===== config.mk =====
export PLATFORM = sky130hd
export DESIGN_NAME = chunked_serial_adder
export DESIGN_NICKNAME = d
export VERILOG_FILES = /design/src/rtl/chunked_serial_adder.sv
export SDC_FILE = /design/constraint.sdc
export NUM_CORES = 1
export LEC_CHECK = 0
export ABC_AREA = 1
export ABC_CLOCK_PERIOD_IN_PS = 4400
export BUFFER_PORTS_ARGS = -buffer_cell sky130_fd_sc_hd__buf_2
export CORE_ASPECT_RATIO = 2
export CORE_MARGIN = 10
export CORE_UTILIZATION = 56
export DETAILED_ROUTE_END_ITERATION = 10
export GPL_TIMING_DRIVEN = 0
export PLACE_DENSITY = 0.83
export SLEW_MARGIN = 20
export SYNTH_ARGS = -nofsm -noshare
export SYNTH_HDL_FRONTEND = slang
export SYNTH_SLANG_ARGS = --single-unit

===== constraint.sdc =====
create_clock -name clk -period 4.4 [get_ports clk]
set_clock_uncertainty 0.1 [all_clocks]
set_input_delay 0.22 -clock clk [delete_from_list [all_inputs] [get_ports clk]]
set_output_delay 0.22 -clock clk [all_outputs]
set_load 0.05 [all_outputs]

===== src/rtl/chunked_serial_adder.sv =====
// chunked_serial_adder: WIDTH-bit add/sub, CHUNK bits per clock, valid/ready.
// Define CHUNK_ADDER_OVF_EN to register signed overflow; otherwise ovf is 0.
module chunked_serial_adder #(
    parameter int WIDTH = 8,
    parameter int CHUNK = 2
) (
    input  logic             clk,
    input  logic             rst_n,
    input  logic             in_valid,
    output logic             in_ready,
    input  logic [WIDTH-1:0] a,
    input  logic [WIDTH-1:0] b,
    input  logic             cin,
    input  logic             sub,
    output logic             out_valid,
    input  logic             out_ready,
    output logic [WIDTH-1:0] sum,
    output logic             cout,
    output logic             ovf,
    output logic             busy
);
    localparam int NCHUNK = WIDTH / CHUNK;
    localparam int CW = (NCHUNK > 1) ? $clog2(NCHUNK) : 1;
    localparam logic [CW-1:0] LAST = CW'(NCHUNK - 1);
    localparam logic [WIDTH-1:0] MASK = {WIDTH{1'b1}} >> (WIDTH - CHUNK);

    typedef enum logic [1:0] {IDLE, CALC, DONE} state_t;

    state_t           state, state_nx;
    logic [WIDTH-1:0] a_reg, b_reg, sum_r;
    logic             carry, cout_r;
    logic [CW-1:0]    cnt;
    logic [31:0]      base;
    logic [CHUNK-1:0] ach, bch;
    logic [CHUNK:0]   csum;
    logic             accept, last;

    assign accept    = in_valid && (state == IDLE);
    assign last      = (cnt == LAST);
    assign in_ready  = (state == IDLE);
    assign out_valid = (state == DONE);
    assign busy      = (state != IDLE);
    assign sum       = sum_r;
    assign cout      = cout_r;

    // Current chunk slice, selected by shifting so the index stays word-wide.
    always_comb begin
        base = 32'(cnt) * 32'(CHUNK);
        ach  = CHUNK'(a_reg >> base);
        bch  = CHUNK'(b_reg >> base);
        csum = {1'b0, ach} + {1'b0, bch} + {{CHUNK{1'b0}}, carry};
    end

    always_comb begin
        state_nx = state;
        unique case (state)
            IDLE:    if (in_valid)  state_nx = CALC;
            CALC:    if (last)      state_nx = DONE;
            DONE:    if (out_ready) state_nx = IDLE;
            default:                state_nx = IDLE;
        endcase
    end

    always_ff @(posedge clk or negedge rst_n) begin
        if (!rst_n) begin
            state  <= IDLE;
            a_reg  <= '0;
            b_reg  <= '0;
            carry  <= 1'b0;
            cnt    <= '0;
            sum_r  <= '0;
            cout_r <= 1'b0;
        end else begin
            state <= state_nx;
            if (accept) begin
                a_reg <= a;
                b_reg <= sub ? ~b : b;
                carry <= cin ^ sub;
                cnt   <= '0;
            end else if (state == CALC) begin
                sum_r <= (sum_r & ~(MASK << base))
                       | (WIDTH'(csum[CHUNK-1:0]) << base);
                carry <= csum[CHUNK];
                cnt   <= cnt + CW'(1);
                if (last) cout_r <= csum[CHUNK];
            end
        end
    end

`ifdef CHUNK_ADDER_OVF_EN
    logic ovf_r;

    // Carry into the MSB is recovered as sum ^ a ^ b at that bit.
    always_ff @(posedge clk or negedge rst_n) begin
        if (!rst_n) begin
            ovf_r <= 1'b0;
        end else if (state == CALC && last) begin
            ovf_r <= csum[CHUNK]
                   ^ (csum[CHUNK-1] ^ ach[CHUNK-1] ^ bch[CHUNK-1]);
        end
    end

    assign ovf = ovf_r;
`else
    assign ovf = 1'b0;
`endif

endmodule


==> impl_metrics.csv, run 1 <==
group,metric,value,unit
yosys,synthAdderAreaFrac,0.0600,
yosys,yosysWarningCount,0,
worst_hold_path,hold_class,"in -> reg",
setup_path,reg2reg_depth,9,
placed_design,io_buffers,32,
clock_network,root_buffer,"clkbuf_8",
timing,worst_pin_slew,660,ps
power_and_ir_drop,peakVddDrop,0.000448,V
grt,grt_pass1_wl,5760,µm
worst_hold_path,worstHoldStart,"out_ready",
clock_network,cts_tree,"built",
route,ant_nets,0,
clock_network,clkTransAtPathRegs,70,ps
yosys,syn_inst,176,
setup_path,rrSetupSlack,2000,ps
setup_path,path_max_fanout,10,
yosys,ys_ff_latch,30,
run,drv_cap,0,
yosys,synth_compound_area_frac,0.137,
route,wl_per_cell,13.7,µm
yosys,synth_xor_area_frac,0.0467,
timing,final.period_utilization,0.544,
timing,max-slew-margin-rel,0.560,
yosys,synth.avg_cell_area,8.53,µm²
route,remaining_drc_errors,0,
yosys,yosys.area_share.simple,0.193,
setup_path,path_buf_inv,1,
clock_network,cts_resized,0,
placed_design,placed_cells,236,
yosys,yosys-top-cells-area,"dfrtp_1 50%, nand2_1 14%, o21ai_0 6.7%, xnor2_1 4.7%, o21ai_1 4.3%",
cells_and_area,layout.cells.non_filler,245,
clock_network,htree_levels,2,
power_and_ir_drop,p_leak,0.951,nW
setup_path,path_cells,"clkbuf_1 > nor2_1 > nor2_1 > o21ai_0 > o21ai_0 > fa_1 > fa_1 > nand2_1 > o21ai_1",
worst_hold_path,holdPathEnd,"state[1]",
yosys,ys_seq_area_frac,0.500,
yosys,muxShareOfSynthArea,0,
yosys,synth_nets,204,
floorplanning,die_y,93.2,µm
floorplanning,rows,26,
setup_path,cp.required,4510,ps
floorplanning,die_x,56.6,µm
clock_network,cts_buffer_depth,2,
floorplanning,fp.coreArea,2570,µm²
grt,grt-ovfl-total,0,
setup_path,cp_top_family,"adder cells",
floorplanning,initial_utilization,0.584,
yosys,yosysTopAreaCell,"dfrtp_1",
grt,grt_pass1_vias,1368,
timing,rsz0062_at_grt,"false",
clock_network,cts_sinks,30,
placed_design,place_hpwl,2640,µm
setup_path,cp_slowest_cell,"fa_1",
setup_path,rr_startpoint,"cnt[0]",
timing,hold_viol,0,
route,drt_iter0_drc,30,
route,via_per_inst,5.21,
grt,grt_usage,0.136,
yosys,synth.top_cell.area_share,0.500,
clock_network,cts_made_buffers,5,
setup_path,cpPeakStageDelay,510,ps
cells_and_area,utilization,0.706,
worst_hold_path,min_path_cells,2,
run_status,run_status,"finished, final reports clean",
grt,grt_max_degree,31,
cells_and_area,drive_gt1_frac,0.258,
cells_and_area,fin_nets,244,
setup_path,rr_endpoint,"sum[7]",
grt,antenna_found_initial,0,
timing,layout_min_cycle_time,2400,ps
power_and_ir_drop,power.density,866,nW/µm²
route,first_pass_iters,4,
route,vias,1277,
cells_and_area,area_growth,20.9,%
setup_path,crit_cells,9,
setup_path,cp-end-kind,"register",
setup_path,cp-start-kind,"register",
route,wirelength,3360,µm
timing,setup_violations,0,
clock_network,clk_latency,290,ps
floorplanning,io_pins,35,
setup_path,crit_type,"reg -> reg",
placed_design,place_congestion,0.801,
yosys,synth_top_family_by_area,"simple AND/OR/NAND/NOR gates",
floorplanning,dieArea,5280,µm²
yosys,ys_types,20,
timing,fmax,417,MHz
yosys,syn_area,1500,µm²
timing,tns,0,ps
timing,slew_viol_final,0,
cells_and_area,insertedDiodeCount,0,
setup_path,worstPathArrival,2510,ps
==> worst reg2reg max path, delay by kind of cell, from the launching register on <==
family	cells	cell delay [ps]
adder cells (fa/ha/maj)	2	910
flip-flops	1	410
AO/OA/AOI/OAI	3	380
AND/OR/NAND/NOR	3	290
buffers and inverters	1	230
==> metal layers <==
metal	vias up	part of all wire	GRT usage
met4	0	0.052	0.101
met5	-	0	0
li1	635	-	-
met3	16	0.066	0.0542
met2	39	0.56	0.256
met1	587	0.32	0.105
==> cell usage after synthesis <==
cell type and instances:
inv_2 3, o31ai_1 1, o21ai_2 2, buf_4 4, dfrtp_1 30, xnor2_1 8
nor2_1 12, inv_1 10, ha_1 4, o21ai_0 20, nand2_2 4, conb_1 1
nor2_2 1, nand3_1 2, clkbuf_1 1, o211ai_1 2, o21ai_1 13, buf_2 2
nand2_1 54, fa_1 2
==> area by class of cell <==
type                       count  area (µm²)
tap                           28        35.0
inverter                      13        48.8
sequential                    30         751
clock buffer                   5        68.8
multi-input combinational    126         658
timing repair buffer          33         170
buffer                         7        43.8
fill                         211         754
clock inverter                 3        40.0
==> timing repair <==
action                                 4_1_cts  5_1_grt
hold buffers                                 1        0
buffers inserted                             0        0
endpoints found under the hold margin       30        0
==> metrics by stage <==
step | power (mW) | setup WS (ps) | hold WS, ps | cell area (µm²)
detailed placement | 1.31 | 2020 | 182 | 1700
CTS | 1.59 | 2010 | 9.75 | 1820
finish | 1.57 | 2000 | 14.5 | 1820
global placement | 1.27 | 2070 | 163 | 1700
global route | 1.71 | 1820 | 1.88 | 1820
floorplan | 1.10 | 2250 | -176 | 1500
==> cell families after synthesis <==
group / after synthesis
AND/OR/NAND/NOR: 73
adder cells (fa/ha/maj): 6
flip-flops: 30
buffers and inverters: 20
other: 1
AO/OA/AOI/OAI: 38
XOR/XNOR: 8
==> worst max path at each step <==
stage | to | startpoint
3_5_place_dp | sum[7] | cnt[0]
5_1_grt | sum[3] | cnt[0]
3_3_place_gp | sum[7] | cnt[0]
6_report | sum[7] | cnt[0]
4_1_cts | sum[7] | cnt[0]
2_1_floorplan | sum[3] | cnt[0]
==> report_power, final <==
part	internal (mW)	switching (mW)
combinational	0.250	0.561
clock	0.166	0.103
sequential	0.409	0.0835
==> cells in the final DEF, fill, tap and decap left out <==
cell type and n:
buf_2 34, buf_4 4, bufinv_16 1, clkbuf_1 1, clkbuf_8 5, clkinv_2 2
conb_1 1, dfrtp_1 30, dlygate4sd3_1 1, fa_1 2, ha_1 4, inv_1 10
inv_2 3, nand2_1 54, nand2_2 4, nand3_1 2, nor2_1 12, nor2_2 1
o211ai_1 2, o21ai_0 20, o21ai_1 13, o21ai_2 2, o31ai_1 1, xnor2_1 8
Note: power is estimated with default switching activity, not from simulation.
==> inputs of run 2 (changes only) <==
--- a/config.mk
+++ b/config.mk
@@ -5,15 +5,15 @@
 export SDC_FILE = /design/constraint.sdc
 export NUM_CORES = 1
 export LEC_CHECK = 0
-export ABC_AREA = 1
-export ABC_CLOCK_PERIOD_IN_PS = 4400
+export ABC_AREA = 0
+export ABC_CLOCK_PERIOD_IN_PS = 2100
 export BUFFER_PORTS_ARGS = -buffer_cell sky130_fd_sc_hd__buf_2
 export CORE_ASPECT_RATIO = 2
 export CORE_MARGIN = 10
-export CORE_UTILIZATION = 56
+export CORE_UTILIZATION = 47
 export DETAILED_ROUTE_END_ITERATION = 10
 export GPL_TIMING_DRIVEN = 0
-export PLACE_DENSITY = 0.83
+export PLACE_DENSITY = 0.74
 export SLEW_MARGIN = 20
 export SYNTH_ARGS = -nofsm -noshare
 export SYNTH_HDL_FRONTEND = slang
==> constraint.sdc (replaced) <==
create_clock -name clk -period 2.1 [get_ports clk]
set_clock_uncertainty 0.1 [all_clocks]
set_input_delay 0.105 -clock clk [delete_from_list [all_inputs] [get_ports clk]]
set_output_delay 0.105 -clock clk [all_outputs]
set_load 0.05 [all_outputs]
==> run 2 against run 1 <==
Against the previous run: largest power group unchanged; critical endpoint is now sum[3]; final cell count decreased by 18%; flip-flop and latch count unchanged; core utilization decreased by 6.3 points; critical path depth decreased by 3; register-to-register slack got worse by 2300 ps; the run now ends with setup timing left; sequential power increased by 110%.
==> impl_metrics.csv, run 2 <==
group,metric,value,unit
run_status,run_status,"finished, violations left",
run_status,violations,"setup timing",
route,ant_nets,0,
yosys,synth.avg_cell_area,12.4,µm²
grt,antenna_found_initial,0,
yosys,ys_ff_latch,30,
cells_and_area,regArea,752,µm²
setup_path,path_cells,"buf_6 > mux4_2 > fa_2 > fa_2 > nor2b_4 > a22o_1",
cells_and_area,design_area,1920,µm²
route,via_per_inst,5.31,
cells_and_area,layout.cells.non_filler,202,
timing,rsz0062_at_grt,"true",
timing,max-slew-margin-rel,0.566,
grt,grt-ovfl-total,0,
power_and_ir_drop,p_total,3.68,mW
floorplanning,rows,28,
setup_path,rr_startpoint,"cnt[0]",
timing,final.period_utilization,1.16,
yosys,async_flop_share,1.00,
cells_and_area,insertedDiodeCount,0,
grt,grt_usage,0.127,
placed_design,place_hpwl,2380,µm
cells_and_area,layout_common_cells,"34 x buf_2, 29 x dfrtp_1, 12 x nor2_1, 11 x dlygate4sd3_1",
yosys,synth_edf_count,0,
setup_path,cp.required,2220,ps
placed_design,io_buffers,32,
run,drv_cap,0,
setup_path,crit_cells,6,
clock_network,cts_sinks,30,
setup_path,rrSetupSlack,-340,ps
placed_design,placed_cells,179,
timing,tns,-1330,ps
grt,grt_max_degree,31,
yosys,yosysTopAreaCell,"dfrtp_1",
power_and_ir_drop,peakVddDrop,0.000889,V
floorplanning,dieArea,5840,µm²
timing,fmax,410,MHz
clock_network,clk_latency,280,ps
setup_path,rr_endpoint,"sum[3]",
timing,setup_violations,6,
timing,setup_ws,-339,ps
cells_and_area,final_common_cell,"buf_2",
timing,layout_min_cycle_time,2440,ps
yosys,syn_area,1450,µm²
route,first_pass_iters,4,
grt,grt_pass1_vias,1227,
setup_path,cpPeakStageDelay,580,ps
route,vias,1073,
setup_path,cp_top_family,"adder cells",
yosys,yosys-top-cells-area,"dfrtp_1 52%, mux2_2 6.2%, mux4_2 6.2%, xnor2_1 4.8%, ha_1 3.5%",
yosys,synth.most_common_cell,"dfrtp_1",
setup_path,cp-end-kind,"register",
floorplanning,fp.coreArea,2980,µm²
timing,worst_pin_slew,651,ps
cells_and_area,area_growth,32.2,%
clock_network,htree_levels,2,
floorplanning,initial_utilization,0.487,
cells_and_area,fin_nets,199,
yosys,syn_inst,117,
cells_and_area,nFillCells,241,
yosys,ys_top_cells_by_count,"30 x dfrtp_1, 12 x nor2_1, 8 x a21oi_1, 8 x mux2_2, 8 x xnor2_1",
floorplanning,io_pins,35,
placed_design,place_congestion,0.815,
clock_network,cts_made_buffers,5,
setup_path,cp_common_cell,"fa_2",
clock_network,cts_tree,"built",
yosys,synth_nets,145,
worst_hold_path,holdPathEnd,"b_reg[1]",
setup_path,worstPathArrival,2560,ps
worst_hold_path,min_path_cells,3,
yosys,synth.top_cell.area_share,0.518,
timing,slew_viol_final,0,
setup_path,cp-start-kind,"register",
route,drt_iter0_drc,10,
worst_hold_path,worstHoldStart,"b[1]",
floorplanning,die_y,98.6,µm
route,wl_per_cell,16.0,µm
setup_path,path_buf_inv,1,
setup_path,cp_slowest_cell,"fa_2",
grt,grt_pass1_wl,5750,µm
yosys,ys_seq_area_frac,0.518,
placed_design,pre_cts_ws,-447,ps
route,remaining_drc_errors,0,
floorplanning,die_x,59.3,µm
timing,hold_viol,0,
cells_and_area,multiInputGateArea,664,µm²
yosys,yosysWarningCount,0,
setup_path,path_max_fanout,4,
route,wirelength,3240,µm
yosys,ys_types,27,
worst_hold_path,hold_class,"in -> reg",
cells_and_area,drive_gt1_frac,0.413,
placed_design,placed_area,1670,µm²
yosys,ys.flop_type,"dfrtp_1",
power_and_ir_drop,power.density,1920,nW/µm²
power_and_ir_drop,p_leak,0.908,nW
clock_network,clkTransAtPathRegs,60,ps
setup_path,reg2reg_depth,6,
clock_network,cts_buffer_depth,2,
setup_path,crit_type,"reg -> reg",
clock_network,root_buffer,"clkbuf_8",
## run 2: changes by cell type in the layout (fill, tap and decap cells not counted), sizes merged, moves of 4 or more
cell / delta
dlygate4sd3: +10
a22o: +4
buf: +5
o21ai: -34
nor2b: +4
a32o: +4
a21oi: +8
inv: -10
mux2: +9
mux4: +4
nand2: -51
## run 2: worst max-delay path by stage
stage                         to  startpoint  slack (ps)
after floorplan           sum[1]      cnt[0]        -280
after global placement    sum[1]      cnt[0]        -390
after detailed placement  sum[3]      cnt[1]        -450
after CTS                 sum[3]      cnt[0]        -390
after global routing      sum[3]      cnt[0]        -410
final                     sum[3]      cnt[0]        -340
## run 2: power breakdown
| part | switching [mW] | total, mW | internal, mW |
|---|---|---|---|
| Combinational | 1.16 | 2.17 | 1.01 |
| Sequential | 0.168 | 1.04 | 0.872 |
| Clock | 0.206 | 0.469 | 0.264 |
| Total | 1.54 | 3.68 | 2.14 |
## run 2: kinds of logic (layout without fill, tap and decap cells)
group                      after synthesis  after routing  synth area share
DFF                                     30             30             0.518
and+or+nand+nor                         26             26            0.0854
AOI/OAI and AO/OA                       20             20            0.0984
muxes                                   14             14             0.139
buffers and inverters                   11             66            0.0405
xor gates and xnor gates                 9              9            0.0544
adders and majority gates                6              6            0.0621
other                                    1              1           0.00259
## run 2: worst min-delay path: stages
cell	delay (ps)
buf_2	80
xnor2_1	100
a21oi_1	60
## run 2: layout make-up
type                       instances  share of cell area
clock buffer                       7              0.0450
buffer                             8              0.0294
clock inverter                     1             0.00261
tap                               30              0.0196
multi-input combinational         76               0.347
sequential                        30               0.392
inverter                           3             0.00587
timing repair buffer              47               0.159
## run 2: per-stage QoR
stage / util / hold slack, ps
3_3_place_gp: 0.561 / 63.0
6_report: 0.644 / 13.9
2_1_floorplan: - / -291
5_1_grt: 0.644 / 12.3
4_1_cts: 0.641 / 3.70
3_5_place_dp: 0.561 / 74.0
## run 2: timing repair
action / CTS / global route
gates resized for setup: 3 / 2
buffers inserted: 4 / 0
hold endpoints to repair: 40 / 0
pin swaps: 5 / 4
setup endpoints to repair: 8 / 10
hold buffers: 11 / 0
## run 2: metal layers
metal,part of all wire,GRT usage
met1,0.36,0.133
met2,0.53,0.199
met3,0.065,0.0450
met4,0.041,0.0906
met5,0,0
==> inputs of run 3 (changes only) <==
--- a/config.mk
+++ b/config.mk
@@ -14,6 +14,7 @@
 export DETAILED_ROUTE_END_ITERATION = 10
 export GPL_TIMING_DRIVEN = 0
 export PLACE_DENSITY = 0.74
+export SETUP_SLACK_MARGIN = 0.5
 export SLEW_MARGIN = 20
 export SYNTH_ARGS = -nofsm -noshare
 export SYNTH_HDL_FRONTEND = slang
==> run 3 against run 2 <==
Against the previous run: the run still ends with setup timing left; critical path type unchanged; count of clock-buffer cells in the layout unchanged; global-route usage decreased by 1.3 points; total power decreased by 3.1%; combinational power decreased by 6%; sequential power about the same; hold slack got worse by 3.4 ps; register-to-register slack improved by 20 ps; die area unchanged; core utilization decreased by 0.55 points; non-clock buffer count decreased by 2; flip-flop and latch count unchanged; via count decreased by 3.5%.
==> impl_metrics.csv, run 3 (synthesized netlist as in run 2, its figures left out) <==
group,metric,value,unit
worst_hold_path,worstHoldStart,"b[0]",
cells_and_area,drive_gt1_frac,0.412,
setup_path,worstPathArrival,2490,ps
cells_and_area,design_area,1900,µm²
floorplanning,rows,28,
floorplanning,io_pins,35,
route,wirelength,3120,µm
cells_and_area,fin_nets,197,
setup_path,cp.required,2170,ps
power_and_ir_drop,pwr-share-seq,0.294,
timing,layout_min_cycle_time,2420,ps
clock_network,cts_tree,"built",
timing,fmax,413,MHz
clock_network,cts_sinks,30,
power_and_ir_drop,p_sw_frac,0.420,
grt,grt_usage,0.114,
placed_design,placed_cells,179,
route,vias,1035,
route,wl_per_cell,15.6,µm
cells_and_area,nFillCells,256,
timing,max-slew-margin-rel,0.561,
route,first_pass_iters,3,
power_and_ir_drop,internal_power,2.07,mW
clock_network,clk_latency,290,ps
setup_path,rr_startpoint,"cnt[0]",
floorplanning,initial_utilization,0.487,
route,drt_iter0_drc,16,
floorplanning,fp.coreArea,2980,µm²
setup_path,cp-end-kind,"register",
cells_and_area,regArea,751,µm²
power_and_ir_drop,p_clk_frac,0.133,
grt,grt-ovfl-total,0,
floorplanning,die_y,98.6,µm
clock_network,clkTransAtPathRegs,60,ps
cells_and_area,area_growth,31.1,%
timing,slew_viol_final,0,
worst_hold_path,hold_class,"in -> reg",
timing,worst_pin_slew,659,ps
timing,setup_ws,-321,ps
cells_and_area,insertedDiodeCount,0,
setup_path,path_max_fanout,3,
run_status,run_status,"finished, violations left",
power_and_ir_drop,power_frac_comb,0.573,
run,drv_cap,0,
floorplanning,dieArea,5840,µm²
power_and_ir_drop,p_leak,0.900,nW
cells_and_area,layout_common_cells,"34 x buf_2, 30 x dfrtp_1, 11 x nor2_1, 10 x dlygate4sd3_1",
placed_design,placed_area,1680,µm²
power_and_ir_drop,switchingPower,1.50,mW
cells_and_area,multiInputGateArea,667,µm²
cells_and_area,layout.cells.non_filler,200,
floorplanning,die_x,59.3,µm
placed_design,place_congestion,0.727,
timing,setup_violations,6,
timing,hold_viol,0,
placed_design,place_hpwl,2420,µm
route,via_per_inst,5.18,
run_status,violations,"setup timing",
clock_network,root_buffer,"clkbuf_8",
setup_path,cp-start-kind,"register",
timing,final.period_utilization,1.15,
route,ant_nets,0,
cells_and_area,final_common_cell,"buf_2",
route,remaining_drc_errors,0,
grt,antenna_found_initial,0,
clock_network,htree_levels,2,
timing,rsz0062_at_grt,"true",
setup_path,crit_start,"cnt[0]",
setup_path,crit_type,"reg -> reg",
grt,grt_pass1_vias,1219,
clock_network,cts_made_buffers,5,
grt,grt_max_degree,31,
grt,grt_pass1_wl,5260,µm
power_and_ir_drop,power.density,1870,nW/µm²
placed_design,io_buffers,32,
power_and_ir_drop,peakVddDrop,0.000966,V
clock_network,cts_buffer_depth,2,
run 3: changes by cell type in the layout (fill, tap and decap cells not counted), sizes merged:
cell         previous run  this run
buf                    43        42
dlygate4sd3            11        10
run 3: critical path, stage by stage, from the launching register on:
cell	delay, ps
dfrtp_1	360
buf_6	120
mux4_2	530
fa_2	380
fa_2	450
nor2b_4	150
a22o_1	210
run 3: power by group through the flow:
stage | combinational (mW) | sequential [mW] | clock (mW)
2_1_floorplan | 1.30 | 1.30 | 0
3_3_place_gp | 1.96 | 1.03 | 0
3_5_place_dp | 2.00 | 1.06 | 0
4_1_cts | 2.07 | 1.05 | 0.482
5_1_grt | 2.22 | 1.08 | 0.503
6_report | 2.04 | 1.05 | 0.474
run 3: worst paths after layout:
check,slack (ps),cells after the start,to
hold / removal,10,3,b_reg[0]
setup reg to reg,-320,6,sum[1]
setup / recovery,-320,6,sum[1]
min in group asynchronous,280,2,a_reg[0]
hold reg to reg,390,1,sum[5]
max in group asynchronous,1180,2,sum[2]
run 3: timing repair:
| action | in CTS | in global routing |
|---|---|---|
| hold endpoints to repair | 39 | 0 |
| hold buffers | 10 | 0 |
| setup buffers | 2 | 1 |
| gates resized for setup | 2 | 0 |
| setup endpoints to repair | 10 | 10 |
| pin swaps | 4 | 1 |
run 3: area by class of cell:
type,instances,share of cell area
repair buffers,45,0.149
flip-flops and latches,30,0.395
clock inverters,1,0.00263
well taps,30,0.0197
multi-input cells,76,0.351
plain buffers,8,0.0316
inverters,3,0.00592
clock buffers,7,0.0454
run 3: metal layers:
layer	track usage	part of all wire	up-vias
li1	-	-	500
met1	0.112	0.36	502
met2	0.197	0.55	27
met3	0.0463	0.073	6
met4	0.0480	0.018	0
met5	0	0	-
run 3: metrics by stage:
step	worst slack, ps	hold slack [ps]	setup TNS [ps]	utilization	power, mW
after floorplan	-278	-291	-1030	-	2.59
after global placement	-418	56.4	-1840	0.564	2.99
after detailed placement	-423	78.5	-1850	0.564	3.07
after CTS	-373	9.35	-1530	0.636	3.60
after global routing	-380	34.5	-1580	0.638	3.81
final	-321	10.4	-1260	0.638	3.56
